`src/rtl/synth_pkg.sv`:
```
// Shared types and constants for the synth core sequencer.
// Imported by the sequencer interface, top and arbiter.
package synth_pkg;

  localparam int VOICE_IDX_W = 2;

  localparam logic MULT_SEL_ENV = 1'b0;
  localparam logic MULT_SEL_MIX = 1'b1;

  typedef enum logic [2:0] {
    IDLE,
    START,
    WAIT_ENV,
    MIX_START,
    MIX_WAIT,
    DONE,
    ABORT
  } seq_state_e;

  typedef enum logic {
    A_IDLE,
    A_BUSY
  } arb_state_e;

  typedef struct packed {
    logic env;
    logic mix;
  } mult_req_t;

endpackage

```
`src/rtl/voice_sequencer_if.sv`:
```
// Handshake bundle between the sequencer and the
// tick source, envelope, mixer and shared multiplier.
interface voice_sequencer_if;
  import synth_pkg::*;

  logic                   sample_tick_i;
  logic [VOICE_IDX_W-1:0] voice_idx_o;
  logic                   env_start_o;
  logic                   env_ready_i;
  logic                   mix_start_o;
  logic                   mix_ready_i;
  logic                   env_mult_req_i;
  logic                   mix_mult_req_i;
  logic                   env_mult_ready_o;
  logic                   mix_mult_ready_o;
  logic                   mult_start_o;
  logic                   mult_sel_o;
  logic                   mult_ready_i;
  logic                   sample_valid_o;
  logic                   busy_o;
  logic                   overrun_o;
  logic                   timeout_o;
  logic                   clr_flags_i;

  modport master (
    input  sample_tick_i,
    output voice_idx_o,
    output env_start_o,
    input  env_ready_i,
    output mix_start_o,
    input  mix_ready_i,
    input  env_mult_req_i,
    input  mix_mult_req_i,
    output env_mult_ready_o,
    output mix_mult_ready_o,
    output mult_start_o,
    output mult_sel_o,
    input  mult_ready_i,
    output sample_valid_o,
    output busy_o,
    output overrun_o,
    output timeout_o,
    input  clr_flags_i
  );

  modport slave (
    output sample_tick_i,
    input  voice_idx_o,
    input  env_start_o,
    output env_ready_i,
    input  mix_start_o,
    output mix_ready_i,
    output env_mult_req_i,
    output mix_mult_req_i,
    input  env_mult_ready_o,
    input  mix_mult_ready_o,
    input  mult_start_o,
    input  mult_sel_o,
    output mult_ready_i,
    input  sample_valid_o,
    input  busy_o,
    input  overrun_o,
    input  timeout_o,
    output clr_flags_i
  );

endinterface

```
`src/rtl/mult_arbiter.sv`:
```
// Shares one multiplier between envelope and mixer.
// Fixed priority to the envelope; ready routed by select.
module mult_arbiter
  import synth_pkg::*;
(
  input  logic clk_i,
  input  logic rst_i,
  input  logic env_req,
  input  logic mix_req,
  input  logic drop,
  input  logic mult_ready,
  output logic mult_start,
  output logic mult_sel,
  output logic env_ready,
  output logic mix_ready
);

  arb_state_e arb_q, arb_d;
  mult_req_t  pend_q, pend_d;
  logic       sel_q, sel_d;
  logic       start_q, start_d;
  logic       busy;
  logic       env_granted;
  logic       mix_granted;

  assign busy = (arb_q == A_BUSY);

  // A requester whose ready lands this cycle may re-request.
  assign env_granted = busy && !mult_ready &&
                       (sel_q == MULT_SEL_ENV);
  assign mix_granted = busy && !mult_ready &&
                       (sel_q == MULT_SEL_MIX);

  // Grant, pending-latch and release decisions.
  always_comb begin
    arb_d   = arb_q;
    pend_d  = pend_q;
    sel_d   = sel_q;
    start_d = 1'b0;
    unique case (arb_q)
      A_IDLE: begin
        if (pend_q.env) begin
          sel_d      = MULT_SEL_ENV;
          pend_d.env = 1'b0;
          start_d    = 1'b1;
          arb_d      = A_BUSY;
        end else if (pend_q.mix) begin
          sel_d      = MULT_SEL_MIX;
          pend_d.mix = 1'b0;
          start_d    = 1'b1;
          arb_d      = A_BUSY;
        end
      end
      A_BUSY: begin
        if (mult_ready) begin
          arb_d = A_IDLE;
        end
      end
      default: arb_d = A_IDLE;
    endcase
    if (env_req && !pend_q.env && !env_granted) begin
      pend_d.env = 1'b1;
    end
    if (mix_req && !pend_q.mix && !mix_granted) begin
      pend_d.mix = 1'b1;
    end
    if (drop) begin
      pend_d = '0;
    end
  end

  // Arbiter state, pending bits, select and start pulse.
  always_ff @(posedge clk_i) begin
    if (rst_i) begin
      arb_q   <= A_IDLE;
      pend_q  <= '0;
      sel_q   <= MULT_SEL_ENV;
      start_q <= 1'b0;
    end else begin
      arb_q   <= arb_d;
      pend_q  <= pend_d;
      sel_q   <= sel_d;
      start_q <= start_d;
    end
  end

  assign mult_start = start_q;
  assign mult_sel   = sel_q;
  assign env_ready  = busy && mult_ready &&
                      (sel_q == MULT_SEL_ENV);
  assign mix_ready  = busy && mult_ready &&
                      (sel_q == MULT_SEL_MIX);

endmodule

```
`src/rtl/voice_sequencer.sv`:
```
// Per-sample scheduler: steps the envelope over all
// voices, then launches the mixer; owns the multiplier.
module voice_sequencer
  import synth_pkg::*;
#(
  parameter int NUM_VOICES     = 3,
  parameter int TIMEOUT_CYCLES = 255
) (
  input logic clk_i,
  input logic rst_i,
  voice_sequencer_if.master bus
);

  localparam int WAIT_W = $clog2(TIMEOUT_CYCLES + 1);

  localparam logic [VOICE_IDX_W-1:0] LAST_VOICE =
    VOICE_IDX_W'(NUM_VOICES - 1);

  localparam logic [WAIT_W-1:0] WAIT_LAST =
    WAIT_W'(TIMEOUT_CYCLES - 1);

  seq_state_e             state_q, state_d;
  logic [VOICE_IDX_W-1:0] voice_q, voice_d;
  logic [WAIT_W-1:0]      wait_q, wait_d;
  logic                   overrun_q;
  logic                   timeout_q;
  logic                   set_timeout;
  logic                   set_overrun;

  assign set_overrun = bus.sample_tick_i &&
                       (state_q != IDLE);

  // Next state, voice counter and ready-wait counter.
  always_comb begin
    state_d     = state_q;
    voice_d     = voice_q;
    wait_d      = wait_q;
    set_timeout = 1'b0;
    unique case (state_q)
      IDLE: begin
        voice_d = '0;
        if (bus.sample_tick_i) begin
          state_d = START;
        end
      end
      START: begin
        wait_d  = '0;
        state_d = WAIT_ENV;
      end
      WAIT_ENV: begin
        if (bus.env_ready_i) begin
          if (voice_q == LAST_VOICE) begin
            state_d = MIX_START;
          end else begin
            voice_d = voice_q + 1'b1;
            state_d = START;
          end
        end else if (wait_q == WAIT_LAST) begin
          set_timeout = 1'b1;
          state_d     = ABORT;
        end else begin
          wait_d = wait_q + 1'b1;
        end
      end
      MIX_START: begin
        wait_d  = '0;
        state_d = MIX_WAIT;
      end
      MIX_WAIT: begin
        if (bus.mix_ready_i) begin
          state_d = DONE;
        end else if (wait_q == WAIT_LAST) begin
          set_timeout = 1'b1;
          state_d     = ABORT;
        end else begin
          wait_d = wait_q + 1'b1;
        end
      end
      DONE: begin
        voice_d = '0;
        state_d = IDLE;
      end
      ABORT: begin
        voice_d = '0;
        state_d = IDLE;
      end
      default: state_d = IDLE;
    endcase
  end

  // Sequencer state and counters.
  always_ff @(posedge clk_i) begin
    if (rst_i) begin
      state_q <= IDLE;
      voice_q <= '0;
      wait_q  <= '0;
    end else begin
      state_q <= state_d;
      voice_q <= voice_d;
      wait_q  <= wait_d;
    end
  end

  // Sticky error flags; a same-cycle set wins over clear.
  always_ff @(posedge clk_i) begin
    if (rst_i) begin
      overrun_q <= 1'b0;
      timeout_q <= 1'b0;
    end else begin
      overrun_q <= set_overrun ||
                   (overrun_q && !bus.clr_flags_i);
      timeout_q <= set_timeout ||
                   (timeout_q && !bus.clr_flags_i);
    end
  end

  assign bus.voice_idx_o    = voice_q;
  assign bus.env_start_o    = (state_q == START);
  assign bus.mix_start_o    = (state_q == MIX_START);
  assign bus.sample_valid_o = (state_q == DONE);
  assign bus.busy_o         = (state_q != IDLE);
  assign bus.overrun_o      = overrun_q;
  assign bus.timeout_o      = timeout_q;

  mult_arbiter u_arb (
    .clk_i      (clk_i),
    .rst_i      (rst_i),
    .env_req    (bus.env_mult_req_i),
    .mix_req    (bus.mix_mult_req_i),
    .drop       (state_q == ABORT),
    .mult_ready (bus.mult_ready_i),
    .mult_start (bus.mult_start_o),
    .mult_sel   (bus.mult_sel_o),
    .env_ready  (bus.env_mult_ready_o),
    .mix_ready  (bus.mix_mult_ready_o)
  );

endmodule

```
`src/flat_wrapper.sv`:
```
// flat-port wrapper written by rule: the top's interface ports become plain ports
module voice_sequencer_flat import synth_pkg::*;
#(
  parameter int NUM_VOICES     = 3,
  parameter int TIMEOUT_CYCLES = 255
)
  (clk_i, rst_i, bus_sample_tick_i, bus_voice_idx_o, bus_env_start_o, bus_env_ready_i, bus_mix_start_o, bus_mix_ready_i, bus_env_mult_req_i, bus_mix_mult_req_i, bus_env_mult_ready_o, bus_mix_mult_ready_o, bus_mult_start_o, bus_mult_sel_o, bus_mult_ready_i, bus_sample_valid_o, bus_busy_o, bus_overrun_o, bus_timeout_o, bus_clr_flags_i);
  voice_sequencer_if bus_i ();
  input logic clk_i;
  input logic rst_i;
  input wire logic [$bits(bus_i.sample_tick_i)-1:0] bus_sample_tick_i;
  output wire logic [$bits(bus_i.voice_idx_o)-1:0] bus_voice_idx_o;
  output wire logic [$bits(bus_i.env_start_o)-1:0] bus_env_start_o;
  input wire logic [$bits(bus_i.env_ready_i)-1:0] bus_env_ready_i;
  output wire logic [$bits(bus_i.mix_start_o)-1:0] bus_mix_start_o;
  input wire logic [$bits(bus_i.mix_ready_i)-1:0] bus_mix_ready_i;
  input wire logic [$bits(bus_i.env_mult_req_i)-1:0] bus_env_mult_req_i;
  input wire logic [$bits(bus_i.mix_mult_req_i)-1:0] bus_mix_mult_req_i;
  output wire logic [$bits(bus_i.env_mult_ready_o)-1:0] bus_env_mult_ready_o;
  output wire logic [$bits(bus_i.mix_mult_ready_o)-1:0] bus_mix_mult_ready_o;
  output wire logic [$bits(bus_i.mult_start_o)-1:0] bus_mult_start_o;
  output wire logic [$bits(bus_i.mult_sel_o)-1:0] bus_mult_sel_o;
  input wire logic [$bits(bus_i.mult_ready_i)-1:0] bus_mult_ready_i;
  output wire logic [$bits(bus_i.sample_valid_o)-1:0] bus_sample_valid_o;
  output wire logic [$bits(bus_i.busy_o)-1:0] bus_busy_o;
  output wire logic [$bits(bus_i.overrun_o)-1:0] bus_overrun_o;
  output wire logic [$bits(bus_i.timeout_o)-1:0] bus_timeout_o;
  input wire logic [$bits(bus_i.clr_flags_i)-1:0] bus_clr_flags_i;
  assign bus_i.sample_tick_i = bus_sample_tick_i;
  assign bus_voice_idx_o = bus_i.voice_idx_o;
  assign bus_env_start_o = bus_i.env_start_o;
  assign bus_i.env_ready_i = bus_env_ready_i;
  assign bus_mix_start_o = bus_i.mix_start_o;
  assign bus_i.mix_ready_i = bus_mix_ready_i;
  assign bus_i.env_mult_req_i = bus_env_mult_req_i;
  assign bus_i.mix_mult_req_i = bus_mix_mult_req_i;
  assign bus_env_mult_ready_o = bus_i.env_mult_ready_o;
  assign bus_mix_mult_ready_o = bus_i.mix_mult_ready_o;
  assign bus_mult_start_o = bus_i.mult_start_o;
  assign bus_mult_sel_o = bus_i.mult_sel_o;
  assign bus_i.mult_ready_i = bus_mult_ready_i;
  assign bus_sample_valid_o = bus_i.sample_valid_o;
  assign bus_busy_o = bus_i.busy_o;
  assign bus_overrun_o = bus_i.overrun_o;
  assign bus_timeout_o = bus_i.timeout_o;
  assign bus_i.clr_flags_i = bus_clr_flags_i;
  voice_sequencer #(.NUM_VOICES(NUM_VOICES), .TIMEOUT_CYCLES(TIMEOUT_CYCLES)) u_core (.clk_i(clk_i), .rst_i(rst_i), .bus(bus_i));
endmodule
```
`config.mk`:
```
export PLATFORM = sky130hd
export DESIGN_NAME = voice_sequencer_flat
export DESIGN_NICKNAME = d
export VERILOG_FILES = /design/src/rtl/synth_pkg.sv /design/src/rtl/voice_sequencer_if.sv /design/src/rtl/mult_arbiter.sv /design/src/rtl/voice_sequencer.sv /design/src/flat_wrapper.sv
export SDC_FILE = /design/constraint.sdc
export NUM_CORES = 1
export LEC_CHECK = 0
export CELL_PAD_IN_SITES_DETAIL_PLACEMENT = 1
export CELL_PAD_IN_SITES_GLOBAL_PLACEMENT = 2
export CORE_MARGIN = 2
export CORE_UTILIZATION = 29
export CTS_CLUSTER_DIAMETER = 30
export DETAILED_ROUTE_END_ITERATION = 8
export PLACE_DENSITY_LB_ADDON = 0.08
export REMOVE_ABC_BUFFERS = 1
export SLEW_MARGIN = 20
export SYNTH_ARGS = -nofsm -noshare
export SYNTH_HDL_FRONTEND = slang
export SYNTH_SLANG_ARGS = --single-unit
export TNS_END_PERCENT = 20
```
`constraint.sdc`:
```
create_clock -name clk_i -period 1.61 [get_ports clk_i]
set_input_delay 0.322 -clock clk_i [delete_from_list [all_inputs] [get_ports clk_i]]
set_output_delay 0.322 -clock clk_i [all_outputs]
set_load 0.03 [all_outputs]
```
After elaboration in Yosys (flattened, before gate mapping)
Cells that the tools add are included.
W data, S select, Z words.

word-level totals
  register bits after elaboration = 20
  bits of input ports = 9
  output and inout bits = 12

cells by class
  add/sub/neg operators = 2
  equal/unequal tests = 16
  muxes and demuxes = 27
  bitwise gates (word level) = 2
  reductions and logical operators = 34

operators by type and width
  operator               number
  $mux W8                3
  $pmux W8 S3            1
  $pmux W3 S5            1
  $logic_and A1 B1 Y1    13
  $mux W3                4
  $mux W1                11
  $ne A2 B2 Y1 const B   5
  $eq A3 B3 Y1 const B   3
  $add A8 B1 Y8 const B  1
  $eq A8 B8 Y1 const B   1
  $mux W2                4
  $eq A3 B2 Y1 const B   2
  $logic_not A1 Y1       6
  $ne A2 B1 Y1 const B   3
  $reduce_and A3 Y1      2
  $reduce_bool A3 Y1     2
  $reduce_or A2 Y1       3
  $pmux W1 S2            2
  $pmux W2 S2            1
  $reduce_and A2 Y1      2
  $reduce_bool A2 Y1     2
  $eq A3 B1 Y1 const B   1
  $logic_not A3 Y1       1
  $reduce_or A3 Y1       1
  4 further kinds        6

Depth between registers and ports, before layout
  depth in word-level cells = 7
  gate-level depth with buffers = 6
  depth with buffers taken out = 6

By module
A second synthesis with hierarchy kept.

second synthesis, totals
  cell total of the unflattened synthesis = 136
  area, all modules = 1,156.1 um^2

modules (own cells, without submodules)
  module           instances  cells each  area each (um^2)  sequential area each (um^2)
  voice_sequencer  1          111         934.6             300.3
  mult_arbiter     1          25          221.5             100.1

Worst setup path after synthesis
OpenSTA, ideal clock, no wires.

  path kind = register to register
  start = reg u_core.voice_q[0], in the netlist u_core.bus.voice_idx_o[0]
  end = reg u_core.voice_q[1], in the netlist u_core.bus.voice_idx_o[1]
  data arrival time = 1,444 ps
  required time = 1,545 ps
  setup slack = 101 ps
  stages on the path, launching flop included = 6
  buffers on the path = 0
  cell sequence = dfxtp_1 > inv_1 > ha_1 > nor3_2 > mux2_2 > nor2_1

between the ends
  longest elaborated chain between the ends = 4
  elaborated cells on any way between the ends = 7
  those cells by class = 1 x add/sub; 2 x eq/ne; 3 x mux; 1 x reduce/logical

ends and longest elaborated chain
  what                    RTL line               text
  from (decl)             voice_sequencer.sv:23  logic [VOICE_IDX_W-1:0] voice_q, voice_d;
  from (signal assigned)  voice_sequencer.sv:99  voice_q <= voice_d;
  $add A2 B1 Y2           voice_sequencer.sv:55  voice_d = voice_q + 1'b1;
  $mux W2                 voice_sequencer.sv:52  if (voice_q == LAST_VOICE) begin
  $mux W2                 voice_sequencer.sv:51  if (bus.env_ready_i) begin
  $pmux W2 S2             voice_sequencer.sv:39  unique case (state_q)

Parallel ways exist; a longest one is shown, timed or not. The select of a mux whose other input is x is not followed.
A chain may end at the register's enable or synchronous reset.

Worst setup path in the final report
  start = reg u_core.u_arb.start_q, in the netlist u_core.u_arb.mult_start
  end = out bus_mult_start_o

RTL lines
  what                    RTL line            text
  from (decl)             mult_arbiter.sv:21  logic start_q, start_d;
  from (signal assigned)  mult_arbiter.sv:83  start_q <= start_d;
  to (decl)               flat_wrapper.sv:21  output wire logic [$bits(bus_i.mult_start_o)-1:0] bus_mult_start_o;

No word-level cell between the ends.

==> flow_summary.json <==
{
  "r2r_cells": 6,
  "post-place-ws_ns": -0.218,
  "ant_nets": 0,
  "hold_end": "u_core.u_arb.mult_sel",
  "slew_violations": 0,
  "clockBufferDepth": 2,
  "fp.dieH_um": 64.8,
  "dieArea_sq_um": 4200,
  "coreArea_sq_um": 3610,
  "htree_num_levels": 1,
  "synth_ff_type": "dfxtp_1",
  "postSynth.asyncResetShare_pct": 0,
  "hold_depth": 1,
  "num_vias": 1042,
  "num_rows": 22,
  "cts_buffers": 3,
  "cts-hold-fix-buffers": 0,
  "min_period_ns": 1.56,
  "yosysSeqAreaShare_pct": 37.4,
  "yosys.area.top_type": "dfxtp_1",
  "hpwl_um": 2210,
  "critical_path.max_fanout": 1,
  "synth-seq-cells": 20,
  "grt_pass1_vias": 1033,
  "min-delay-start": "u_core.u_arb.pend_q[1]",
  "outcome": "finished, final reports clean",
  "synthCells": 128,
  "end_kind": "output pin",
  "ys_types": 41,
  "area_growth_pct": 44.9,
  "nets": 180,
  "drive_gt1_share_pct": 26.5,
  "r2r-start": "u_core.state_q[0]",
  "hold_class": "reg2reg",
  "overflow": 0,
  "io_buffers": 20,
  "synth_area_per_cell_sq_um": 8.37,
  "setup-violations-final": 0,
  "start_kind": "register",
  "clock_latency_ns": 0.26,
  "crit_path_cell_trace": "clkdlybuf4s50_1",
  "ios": 21,
  "crit_type": "reg2out",
  "cp_num_buf_inv": 1,
  "antenna_found_initial": 0,
  "wl_per_cell_um": 13.9,
  "total_power_mw": 1.15,
  "reg2reg_to": "u_core.state_q[1]",
  "vias_per_cell": 4.87,
  "synth-edff-count": 0,
  "placed_cells": 206,
  "die_x_um": 64.8,
  "cts-root-buf": "clkbuf_8",
  "yosys.area.top_type_share_pct": 37.4,
  "fin_util_pct": 43.0,
  "n_antenna_cell": 0,
  "fin_worst_skew_ns": 0.00234,
  "crit_required_ns": 1.29,
  "most-common-layout-cells": "20 x buf_4, 16 x dfxtp_1, 15 x nor2_1",
  "critical-path-top-delay-family": "buffers and inverters",
  "clk_pin_slew_ns": 0.07,
  "p_leak_nw": 0.632,
  "critPathMaxStageDelay_ns": 0.66,
  "clkSinkCount": 20,
  "vdd_drop_max_mv": 0.381,
  "dr.first_iter.drc_count": 19,
  "grt_max_degree": 15,
  "worst_pin_slew_ns": 0.317,
  "synth_warnings": 0,
  "p_per_area_nw_per_um2": 744,
  "cp_data_arrival_time_ns": 1.24,
  "yosys-top-cells-area": "dfxtp_1 37%, nor2_1 5.3%, a21oi_1 5.1%, ha_1 3.5%, nor4b_2 2.8%",
  "first_pass_iters": 4,
  "wl_um": 2970,
  "cts_tree": "yes",
  "grt_pass1_wl_um": 4780,
  "period_share_pct": 96.8,
  "finalHoldViolCount": 0,
  "initial_core_util_pct": 29.7,
  "fill_cells": 448,
  "syn-cell-area_sq_um": 1070,
  "cpMaxStageDelayCell": "clkdlybuf4s50_1",
  "max-cap-violations": 0,
  "fmax_ghz": 0.641,
  "final_common_cell": "buf_4",
  "grtUsageTotal_pct": 14.9,
  "max_slew_margin_pct": 78.9,
  "instances_no_fill": 214,
  "regToRegSetupSlack_ns": 0.08,
  "timing.final.ws_setup_ns": 0.0508,
  "place_congestion": 0.711,
  "drc": 0
}
[what timing repair did]
item	CTS	global route
buffers inserted	0	5
resized for setup	9	17
pin swaps	0	4
setup endpoints to repair	8	13
[stage by stage]
stage	area (sq um)	hold slack (ns)	setup TNS, ns
2_1_floorplan	1050	0.391	0
3_3_place_gp	1420	0.464	-1.65
3_5_place_dp	1420	0.476	-1.97
4_1_cts	1460	0.497	-0.0172
5_1_grt	1550	0.533	-0.00310
6_report	1550	0.489	0
[Yosys cell counts, types with 4 or more instances]
| master | count |
|---|---|
| and2_1 | 4 |
| o21ai_0 | 4 |
| dfxtp_1 | 20 |
| nand2b_1 | 4 |
| nand2_1 | 6 |
| nor2_1 | 15 |
| or3_1 | 4 |
| inv_1 | 6 |
| nor2b_1 | 4 |
| a21oi_1 | 11 |
[cell families (layout without fill, tap and decap cells)]
logic type,after synthesis,count (layout),synth area share [%]
fa+ha+maj,3,3,3.51
compound gates,33,33,20.6
flops,20,20,37.4
xor+xnor,3,3,2.45
buf+inv,11,49,4.09
mux,3,3,2.92
simple gates,55,55,29.1
[how the worst max path moves through the flow]
stage / depth (start not counted) / end / start
after floorplan: 4 / u_core.wait_q[3] / u_core.state_q[2]
after global placement: 6 / u_core.wait_q[7] / bus_env_ready_i
after detailed placement: 6 / u_core.wait_q[1] / bus_mix_ready_i
after CTS: 4 / bus_mix_start_o / u_core.state_q[0]
after global routing: 4 / bus_mix_start_o / u_core.state_q[0]
final: 1 / bus_mult_start_o / u_core.u_arb.mult_start
[power breakdown]
| group | leakage, nW | switching (mW) | total [mW] | internal, mW |
|---|---|---|---|---|
| Sequential | 0.165 | 0.0189 | 0.538 | 0.519 |
| Clock | 0.0216 | 0.168 | 0.336 | 0.167 |
| Combinational | 0.446 | 0.147 | 0.280 | 0.133 |
| Total | 0.632 | 0.334 | 1.15 | 0.819 |
[cell type report]
cell class	count	area (sq um)	share of cell area [%]
multi-input cells	97	664	42.8
clock buffers	3	41.3	2.66
well taps	48	60.1	3.87
repair buffers	40	358	23.1
inverters	6	22.5	1.45
flip-flops and latches	20	405	26.1
[metal layers]
metal | GRT usage (%) | wire length, um | vias up
met4 | 6.38 | 51 | 0
met2 | 22.7 | 1390 | 18
li1 | - | - | 535
met1 | 20.1 | 1420 | 484
met5 | 0 | 0 | -
met3 | 3.30 | 101 | 5
[state kept, by name, summed over array words and instances, names as in the netlist]
register,cells
u_core.wait_q,8
u_core.state_q,3
u_core.bus.voice_idx_o,2
u_core.u_arb.pend_q,2
u_core.bus.overrun_o,1
u_core.bus.timeout_o,1
u_core.u_arb.arb_q,1
u_core.u_arb.mult_sel,1
u_core.u_arb.mult_start,1
No activity file was read; power rests on OpenSTA's default activity.
